<file path="config.mk">
export PLATFORM = sky130hd
export DESIGN_NAME = ripple_count_extender
export DESIGN_NICKNAME = d
export VERILOG_FILES = /design/src/rtl/ripple_count_extender_pkg.sv /design/src/rtl/ripple_count_extender_sync_stable_filter.sv /design/src/rtl/ripple_count_extender.sv
export SDC_FILE = /design/constraint.sdc
export NUM_CORES = 1
export LEC_CHECK = 0
export ABC_AREA = 1
export BUFFER_PORTS_ARGS = -buffer_cell sky130_fd_sc_hd__buf_2
export CORE_MARGIN = 2
export CORE_UTILIZATION = 26
export DETAILED_ROUTE_END_ITERATION = 10
export HOLD_SLACK_MARGIN = 0.06
export SETUP_SLACK_MARGIN = 0.3
export SKIP_LAST_GASP = 1
export SLEW_MARGIN = 25
export SYNTH_ARGS = -nofsm -noshare
export SYNTH_HDL_FRONTEND = slang
export SYNTH_HIERARCHICAL = 1
export SYNTH_SLANG_ARGS = --single-unit
</file>
<file path="constraint.sdc">
create_clock -name clk -period 3.44 [get_ports clk]
set_input_delay 0.172 -clock clk [delete_from_list [all_inputs] [get_ports clk]]
set_output_delay 0.172 -clock clk [all_outputs]
set_load 0.02 [all_outputs]
</file>
<file path="src/rtl/ripple_count_extender_pkg.sv">
// Shared definitions for the ripple counter extension slice: default widths,
// capture FSM encoding and the unsigned wrap compare.
package ripple_count_extender_pkg;

    localparam int CNT_W_DEF = 2;
    localparam int EXT_W_DEF = 8;

    typedef enum logic [1:0] {
        IDLE = 2'b00,
        SNAP = 2'b01,
        HOLD = 2'b10
    } cap_state_t;

    // A move to a smaller low count means the ripple counter passed through zero.
    // Arguments are zero-extended to 16 bits so any CNT_W up to 16 can use this.
    function automatic logic is_wrap(input logic [15:0] new_val, input logic [15:0] old_val);
        return new_val < old_val;
    endfunction

endpackage

</file>
<file path="src/rtl/ripple_count_extender_sync_stable_filter.sv">
// Brings the raw ripple counter value into the clk domain and only accepts a
// value once it has been seen STABLE_N consecutive times after synchronization.
module sync_stable_filter #(
    parameter int CNT_W    = 2,
    parameter int STABLE_N = 2
) (
    input  logic             clk,
    input  logic             rst,
    input  logic [CNT_W-1:0] cnt_in,
    output logic [CNT_W-1:0] filt,
    output logic [CNT_W-1:0] prev,
    output logic             filt_upd
);

    localparam logic [3:0] RUN_MAX = 4'(STABLE_N - 1);

    logic [CNT_W-1:0] s1;
    logic [CNT_W-1:0] s2;
    logic [CNT_W-1:0] s3;
    logic [3:0]       run;
    logic [3:0]       run_next;
    logic             accept;

    // Run length of identical synchronized samples, saturating at RUN_MAX.
    always_comb begin
        // NOTE: default first so every path assigns run_next and no latch is inferred.
        run_next = run;
        if (s2 != s3) begin
            run_next = '0;
        end else if (run != RUN_MAX) begin
            run_next = run + 4'd1;
        end
    end

    // s2 has matched its last STABLE_N-1 predecessors and differs from the held value.
    assign accept = (run_next == RUN_MAX) && (s2 != filt);

    // Two-flop synchronizer with nothing between the stages.
    always_ff @(posedge clk or posedge rst) begin
        if (rst) begin
            s1 <= '0;
            s2 <= '0;
        end else begin
            // NOTE: non-blocking so s2 takes the old s1, forming a real two-stage chain.
            s1 <= cnt_in;
            s2 <= s1;
        end
    end

    // Stability tracking and acceptance of a settled value into filt.
    always_ff @(posedge clk or posedge rst) begin
        if (rst) begin
            s3       <= '0;
            run      <= '0;
            filt     <= '0;
            prev     <= '0;
            filt_upd <= 1'b0;
        end else begin
            s3       <= s2;
            run      <= run_next;
            filt_upd <= accept;
            if (accept) begin
                filt <= s2;
                prev <= filt;
            end
        end
    end

endmodule

</file>
<file path="src/rtl/ripple_count_extender.sv">
// Extends a 2-bit asynchronous ripple counter with a synchronous high-order
// register and hands out {hi, filt} snapshots over a valid/ready handshake.
module ripple_count_extender
    import ripple_count_extender_pkg::*;
#(
    parameter int CNT_W    = CNT_W_DEF,
    parameter int EXT_W    = EXT_W_DEF,
    parameter int STABLE_N = 2
) (
    input  logic                   clk,
    input  logic                   rst,
    input  logic [CNT_W-1:0]       cnt_in,
    input  logic                   clear,
    input  logic                   capture_req,
    input  logic                   ext_ready,
    output logic [CNT_W+EXT_W-1:0] ext_count,
    output logic                   ext_valid,
    output logic                   capture_busy,
    output logic                   wrap_pulse,
    output logic                   overflow
);

    logic [CNT_W-1:0] filt;
    logic [CNT_W-1:0] prev;
    logic             filt_upd;
    logic [EXT_W-1:0] hi;
    logic             wrap_det;
    cap_state_t       state;

    sync_stable_filter #(
        .CNT_W    (CNT_W),
        .STABLE_N (STABLE_N)
    ) u_filter (
        .clk      (clk),
        .rst      (rst),
        .cnt_in   (cnt_in),
        .filt     (filt),
        .prev     (prev),
        .filt_upd (filt_upd)
    );

    assign wrap_det = filt_upd && is_wrap(16'(filt), 16'(prev));

    // High-order extension: bump on each wrap, clear has priority over a wrap.
    always_ff @(posedge clk or posedge rst) begin
        if (rst) begin
            hi         <= '0;
            overflow   <= 1'b0;
            wrap_pulse <= 1'b0;
        end else if (clear) begin
            hi         <= '0;
            overflow   <= 1'b0;
            wrap_pulse <= 1'b0;
        end else if (wrap_det) begin
            hi         <= hi + EXT_W'(1);
            wrap_pulse <= 1'b1;
            if (&hi) begin
                overflow <= 1'b1;
            end
        end else begin
            wrap_pulse <= 1'b0;
        end
    end

    // Capture FSM: snapshot {hi, filt} once and hold it until the consumer takes it.
    always_ff @(posedge clk or posedge rst) begin
        if (rst) begin
            state        <= IDLE;
            ext_count    <= '0;
            ext_valid    <= 1'b0;
            capture_busy <= 1'b0;
        end else begin
            case (state)
                IDLE: begin
                    if (capture_req) begin
                        state        <= SNAP;
                        capture_busy <= 1'b1;
                    end
                end
                SNAP: begin
                    ext_count    <= {hi, filt};
                    ext_valid    <= 1'b1;
                    capture_busy <= 1'b1;
                    state        <= HOLD;
                end
                HOLD: begin
                    if (ext_valid && ext_ready) begin
                        ext_valid    <= 1'b0;
                        capture_busy <= 1'b0;
                        state        <= IDLE;
                    end
                end
                default: begin
                    ext_valid    <= 1'b0;
                    capture_busy <= 1'b0;
                    state        <= IDLE;
                end
            endcase
        end
    end

endmodule

</file>
==> flow_metrics.tcl, run 1 <==
set metrics [dict create \
    drt-total-wl_mm 3.36 \
    synth_flop_cell "dfrtp_1" \
    cp_slowest_cell "dfrtp_1" \
    grt_overflow 0 \
    dp_hpwl_mm 2.56 \
    yosys-top-cells-count "nand2_1 (79), dfrtp_1 (39), inv_1 (26), nand3_1 (13), o21ai_0 (11)" \
    async_reset_ff_share_pct 100 \
    tightest_slew_ps 835 \
    antenna_found_initial 0 \
    die_area_um2 7970 \
    skew_ps 7.93 \
    grt_pass1_wl_mm 5.94 \
    fmax_mhz 698 \
    cts_tree "yes" \
    yosysMostFrequentCell "nand2_1" \
    drc 0 \
    crit_family "simple AND/OR/NAND/NOR gates" \
    setup_viol 0 \
    route.antenna.remaining_nets 0 \
    place_area_um2 2100 \
    p_leak_nw 1.15 \
    max_slew_margin_pct 44.0 \
    gp_congestion 0.810 \
    status "finished, final reports clean" \
    rsz0062_at_grt "no" \
    ys_ff_latch 39 \
    worst_ep_required_time_ps 3620 \
    r2r_end "u_filter/prev[0]" \
    n_antenna_cell 0 \
    crit_top_cell "nand2_1" \
    core-area_um2 7140 \
    min_from "capture_req" \
    initial_core_util_pct 26.5 \
    vias_per_cell 4.10 \
    ys_types 24 \
    hold_path_depth 3 \
    ios 21 \
    min_period_ps 1430 \
    syn-instance-count 227 \
    nets 267 \
    vias 1460 \
    cts_resized 0 \
    post-place-ws_ps 2010 \
    yosys.area.top_type "dfrtp_1" \
    clock-root-buffer "clkbuf_8" \
    period_share_pct 41.7 \
    crit_arrival_ps 1610 \
    synth_top_family_by_area "simple AND/OR/NAND/NOR gates" \
    fin_setup_tns_ps 0 \
    slew_viol_final 0 \
    crit_chain "ha_1, nand2_2, nand2_1, nand2_1, nand3_2, clkinv_2, nand3_4, nand2_1, nand2_1" \
    synth_xor_xnor_area_share_pct 0 \
    wire_per_inst_um 9.45 \
    regToRegStartpoint "u_filter/run[0]" \
    r2r_slack_ps 2010 \
    hold-path-endpoint "state[0]" \
    synth_fa_ha_area_share_pct 2.65 \
    path_buf_inv 1 \
    firstDrtPassIters 4 \
    cts_buffers 5 \
    cts.path.max_buffers 2 \
    synthMuxAreaShare_pct 1.79 \
    yosys-top-cells-area "dfrtp_1 (52%), nand2_1 (16%), inv_1 (5.2%), nand3_1 (3.4%), o21ai_0 (2.9%)" \
    syn_avg_cell_area_um2 8.33 \
    cp-end-kind "flop" \
    drv_cap 0 \
    num_rows 31 \
    path_clk_slew_ps 70 \
    worstSetupStartpointType "flop" \
    grt_max_degree 25 \
    pwr_density_cell_nw_per_um2 582 \
    track_usage_pct 9.53 \
    total_power_mw 1.31 \
    setup_slack_ps 2010 \
    fp.dieH_um 89.3 \
    dp_cells 345 \
    die_width_um 89.3 \
    final_hold_viol_count 0 \
    worstSkewPairLatency_ps 290 \
    crit_path_max_incr_delay_ps 440 \
    area_growth_pct 19.0 \
    crit_cells 9 \
    clock_sinks 39 \
    layout-drive-gt1-share_pct 23.3 \
    syn_area_um2 1890 \
    synth-simple-area-share_pct 30.6 \
    fillCellCount 774 \
    cts_max_level 2 \
    ys.warnings.count 6 \
    synth.yosys.seq_area_share_pct 51.6 \
    synth-edff-count 0 \
    io_buffer_count 20 \
    fin_area_um2 2250 \
    synth-compound-area-share_pct 5.75 \
    irDropWorstVdd_uv 187 \
    syn-num-nets 238 \
    reg2reg_depth 9 \
    crit_fanout 6 \
    crit_type "reg2reg" \
    hold_path.class "in2reg" \
    yosys.area.top_type_share_pct 51.6 \
    post_cts_buffers 0 \
    fin_cells 356 \
    grt_pass1_vias 1437 \
    drt_iter0_markers 91 \
]
==> state kept, by name, summed over array words and instances (netlist names) <==
signal,cells
ext_count,10
hi,8
u_filter/run,4
state,2
u_filter/filt,2
u_filter/prev,2
u_filter/s1,2
u_filter/s2,2
u_filter/s3,2
capture_busy,1
ext_valid,1
overflow,1
u_filter/filt_upd,1
wrap_pulse,1
==> stage by stage <==
| step | hold WS (ps) | utilization (%) |
|---|---|---|
| 3_3_place_gp | 269 | 29.5 |
| 4_1_cts | 112 | 31.6 |
| 3_5_place_dp | 271 | 29.5 |
| 6_report | 126 | 31.6 |
| 5_1_grt | 136 | 31.6 |
| 2_1_floorplan | 73.5 | - |
==> cells by family (layout without fill, tap and decap cells) <==
logic type               after synthesis  count (layout)
adder cells (fa/ha/maj)                4               4
multiplexers                           3               3
buffers and inverters                 36              66
flip-flops                            39              39
AND/OR/NAND/NOR                      126             126
AO/OA/AOI/OAI                         19              19
==> worst register-to-register path: cells and delay by family, from the launching register on <==
family | cells | cell delay, ps
and+or+nand+nor | 7 | 520
DFF | 1 | 440
adders and majority gates | 1 | 280
buffers and inverters | 1 | 90
==> cell type report <==
cell class / instances / area (µm²) / share of cell area [%]
clock inverters: 2 / 35.0 / 1.56
well taps: 99 / 124 / 5.50
multi-input cells: 152 / 771 / 34.2
repair buffers: 23 / 130 / 5.78
clock buffers: 6 / 82.6 / 3.67
inverters: 35 / 134 / 5.94
flip-flops and latches: 39 / 976 / 43.3
==> report_power, final <==
group	internal [mW]	leakage (nW)	switching, mW
registers	0.531	0.512	0.0597
logic	0.119	0.577	0.217
clock network	0.235	0.0612	0.150
total	0.884	1.15	0.427
==> how the worst max path moves through the flow <==
| stage | start | end | slack (ps) |
|---|---|---|---|
| floorplan | u_filter/run[0] | u_filter/filt[1] | 2140 |
| global placement | u_filter/filt[1] | hi[5] | 2040 |
| detailed placement | u_filter/filt[1] | hi[5] | 2010 |
| CTS | u_filter/filt[1] | hi[5] | 2010 |
| global route | u_filter/run[0] | u_filter/filt[1] | 1870 |
| finish | u_filter/run[0] | u_filter/prev[0] | 2010 |
==> layout by cell type (no fill, tap or decap), drive strengths merged, types with 4 or more instances in the layout <==
cell / synthesis / final
nand3: 15 / 15
dfrtp: 39 / 39
o21ai: 12 / 12
ha: 4 / 4
buf: 1 / 20
a21oi: 6 / 6
nor2: 17 / 17
clkbuf: 0 / 6
nand2: 88 / 88
clkinv: 3 / 5
nand4: 5 / 5
inv: 32 / 31
==> routing by layer <==
layer	global-route usage, %	share of wire (%)
met4	5.43	2.5
met5	0	0
met3	1.66	2.4
met1	11.9	47
met2	15.6	48
==> what timing repair did <==
action                                 4_1_cts  5_1_grt
setup endpoints to repair                    0        0
endpoints found under the hold margin       17        0
hold buffers                                 3        0
Note: power is estimated with default switching activity, not from simulation.
==> run 2, diff against run 1 <==
- clock period: 3.44 -> 1.37 ns (I/O delays scaled with it)
==> run 2 against run 1 <==
Against the previous run:
- hold slack better by 140 ps
- first-iteration DRC count down 24%
- maximum frequency up 5.0%
- sequential cell count unchanged
- wire length up 14%
- power rose to 2.9 times the previous value
- clock power rose to 2.6 times the previous value
- via count up 5.8%
- final cell count up 5.1%
- utilization up 3.9 points
- critical endpoint is now u_filter/filt[1]
- largest power group unchanged
==> flow_metrics.tcl, run 2 (synthesized netlist as in run 1, its figures left out) <==
set metrics [dict create \
    worstSetupStartpointType "flop" \
    post-route-util_pct 35.4 \
    power.net_switching_mw 1.32 \
    whs_ps 266 \
    route.antenna.remaining_nets 0 \
    worst_ep_required_time_ps 1600 \
    place_area_um2 2180 \
    initial_core_util_pct 26.5 \
    n_antenna_cell 0 \
    dp_hpwl_mm 2.64 \
    use_met1_pct 13.1 \
    status "finished, final reports clean" \
    die_width_um 89.3 \
    ios 21 \
    pwr-share-clk_pct 25.7 \
    grt_pass1_wl_mm 6.23 \
    swShare_pct 34.2 \
    area_growth_pct 33.6 \
    worstSkewPairLatency_ps 290 \
    p_int_mw 2.54 \
    track_usage_pct 10.1 \
    cp-end-kind "flop" \
    cts_buffers 5 \
    top_regs "ext_count: 10 flops, hi: 8 flops, u_filter/run: 4 flops" \
    combPwrFrac_pct 35.9 \
    drc 0 \
    vias_per_cell 4.13 \
    num_rows 31 \
    crit_chain "ha_4, nand2_2, inv_1, nand2_1, nand2_1, nand2_1, nand2_1, nor2_2, nand3_1, nand2_1" \
    grt_max_degree 25 \
    crit_type "reg2reg" \
    drv_cap 0 \
    period_share_pct 99.6 \
    drt_iter0_markers 69 \
    firstDrtPassIters 4 \
    crit_top_cell "nand2_1" \
    cts_tree "yes" \
    clock_sinks 39 \
    grt_overflow 0 \
    cp_slowest_cell "dfrtp_2" \
    fillCellCount 747 \
    irDropWorstVdd_uv 469 \
    layout-drive-gt1-share_pct 36.7 \
    grt.busiest_layer "met2" \
    dp_cells 350 \
    cts_max_level 2 \
    power.sequential.fraction_pct 38.5 \
    p_leak_nw 1.25 \
    fp.dieH_um 89.3 \
    die_area_um2 7970 \
    vias 1544 \
    total_power_mw 3.86 \
    top_register "ext_count" \
    core-area_um2 7140 \
    final_hold_viol_count 0 \
    met2_usage_pct 16.3 \
    tightest_slew_ps 605 \
    grt_pass1_vias 1419 \
    min_period_ps 1370 \
    max_slew_margin_pct 59.6 \
    slew_viol_final 0 \
    fin_setup_tns_ps 0 \
    wire_per_inst_um 10.2 \
    layout_common_cells "nand2_1 (68), dfrtp_1 (36), inv_1 (20), buf_2 (20), nand2_2 (15)" \
    nets 285 \
    io_buffer_count 20 \
    pwr_density_cell_nw_per_um2 1530 \
    final_common_cell "nand2_1" \
    grt_util_met3_pct 2.49 \
    gp_congestion 0.859 \
    path_clk_slew_ps 80 \
    crit_arrival_ps 1590 \
    largest_register_ffs 10 \
    setup_slack_ps 4.92 \
    drt-total-wl_mm 3.83 \
    fin_area_um2 2530 \
    crit_fanout 5 \
    cts.path.max_buffers 2 \
    skew_ps 5.68 \
    post-place-ws_ps -0.318 \
    fmax_mhz 733 \
    setup_viol 0 \
    rsz0062_at_grt "yes" \
    fin_cells 374 \
    hold_path.class "in2reg" \
    antenna_found_initial 0 \
    crit_path_max_incr_delay_ps 470 \
    clock-root-buffer "clkbuf_8" \
]
[run 2: cell count changes in the layout (fill, tap and decap cells not counted), sizes merged]
cell / previous run / this run
a21oi: 6 / 7
dlygate4sd3: 3 / 5
inv: 31 / 32
clkinv: 5 / 4
nand2: 88 / 89
buf: 20 / 34
[run 2: layout make-up]
cell class	count	area, µm²	share of cell area (%)
sequential	39	980	38.8
multi-input combinational	154	896	35.4
timing repair buffer	39	268	10.6
inverter	35	143	5.64
tap	99	124	4.90
clock buffer	6	82.6	3.27
clock inverter	2	35.0	1.39
[run 2: power by group through the flow]
stage / clock (mW) / combinational, mW / sequential [mW]
floorplan: 0 / 0.637 / 1.58
global placement: 0 / 0.961 / 1.49
detailed placement: 0 / 0.975 / 1.50
CTS: 1.03 / 1.19 / 1.48
global route: 1.08 / 1.54 / 1.52
finish: 0.991 / 1.38 / 1.49
[run 2: timing repair]
item                                    in CTS  in global routing
pin swaps                                    8                 11
buffers inserted                             7                  2
endpoints found under the setup margin      23                 26
gates cloned                                 1                  1
hold buffers                                 5                  0
endpoints found under the hold margin       43                  0
gates resized for setup                     14                 17
[run 2: worst paths after layout]
kind | from | endpoint | slack [ps] | depth (start not counted)
setup reg to reg | u_filter/run[0] | u_filter/filt[1] | 5 | 10
hold / removal | clear | wrap_pulse | 270 | 4
min in group asynchronous | rst | ext_count[1] | 370 | 4
hold reg to reg | u_filter/s1[1] | u_filter/s2[1] | 350 | 0
max in group asynchronous | rst | u_filter/run[1] | 540 | 3
setup / recovery | u_filter/run[0] | u_filter/filt[1] | 5 | 10
[run 2: routing by layer]
layer | vias to the layer above | part of all wire (%)
met5 | - | 0
li1 | 801 | -
met4 | 0 | 1.5
met3 | 6 | 3.2
met2 | 21 | 45
met1 | 716 | 50
[run 2: worst max-delay path, delay by kind of cell (launching register included)]
family	cells	cell delay, ps
buffers and inverters	1	40
flip-flops	1	470
adder cells (fa/ha/maj)	1	180
AND/OR/NAND/NOR	8	610
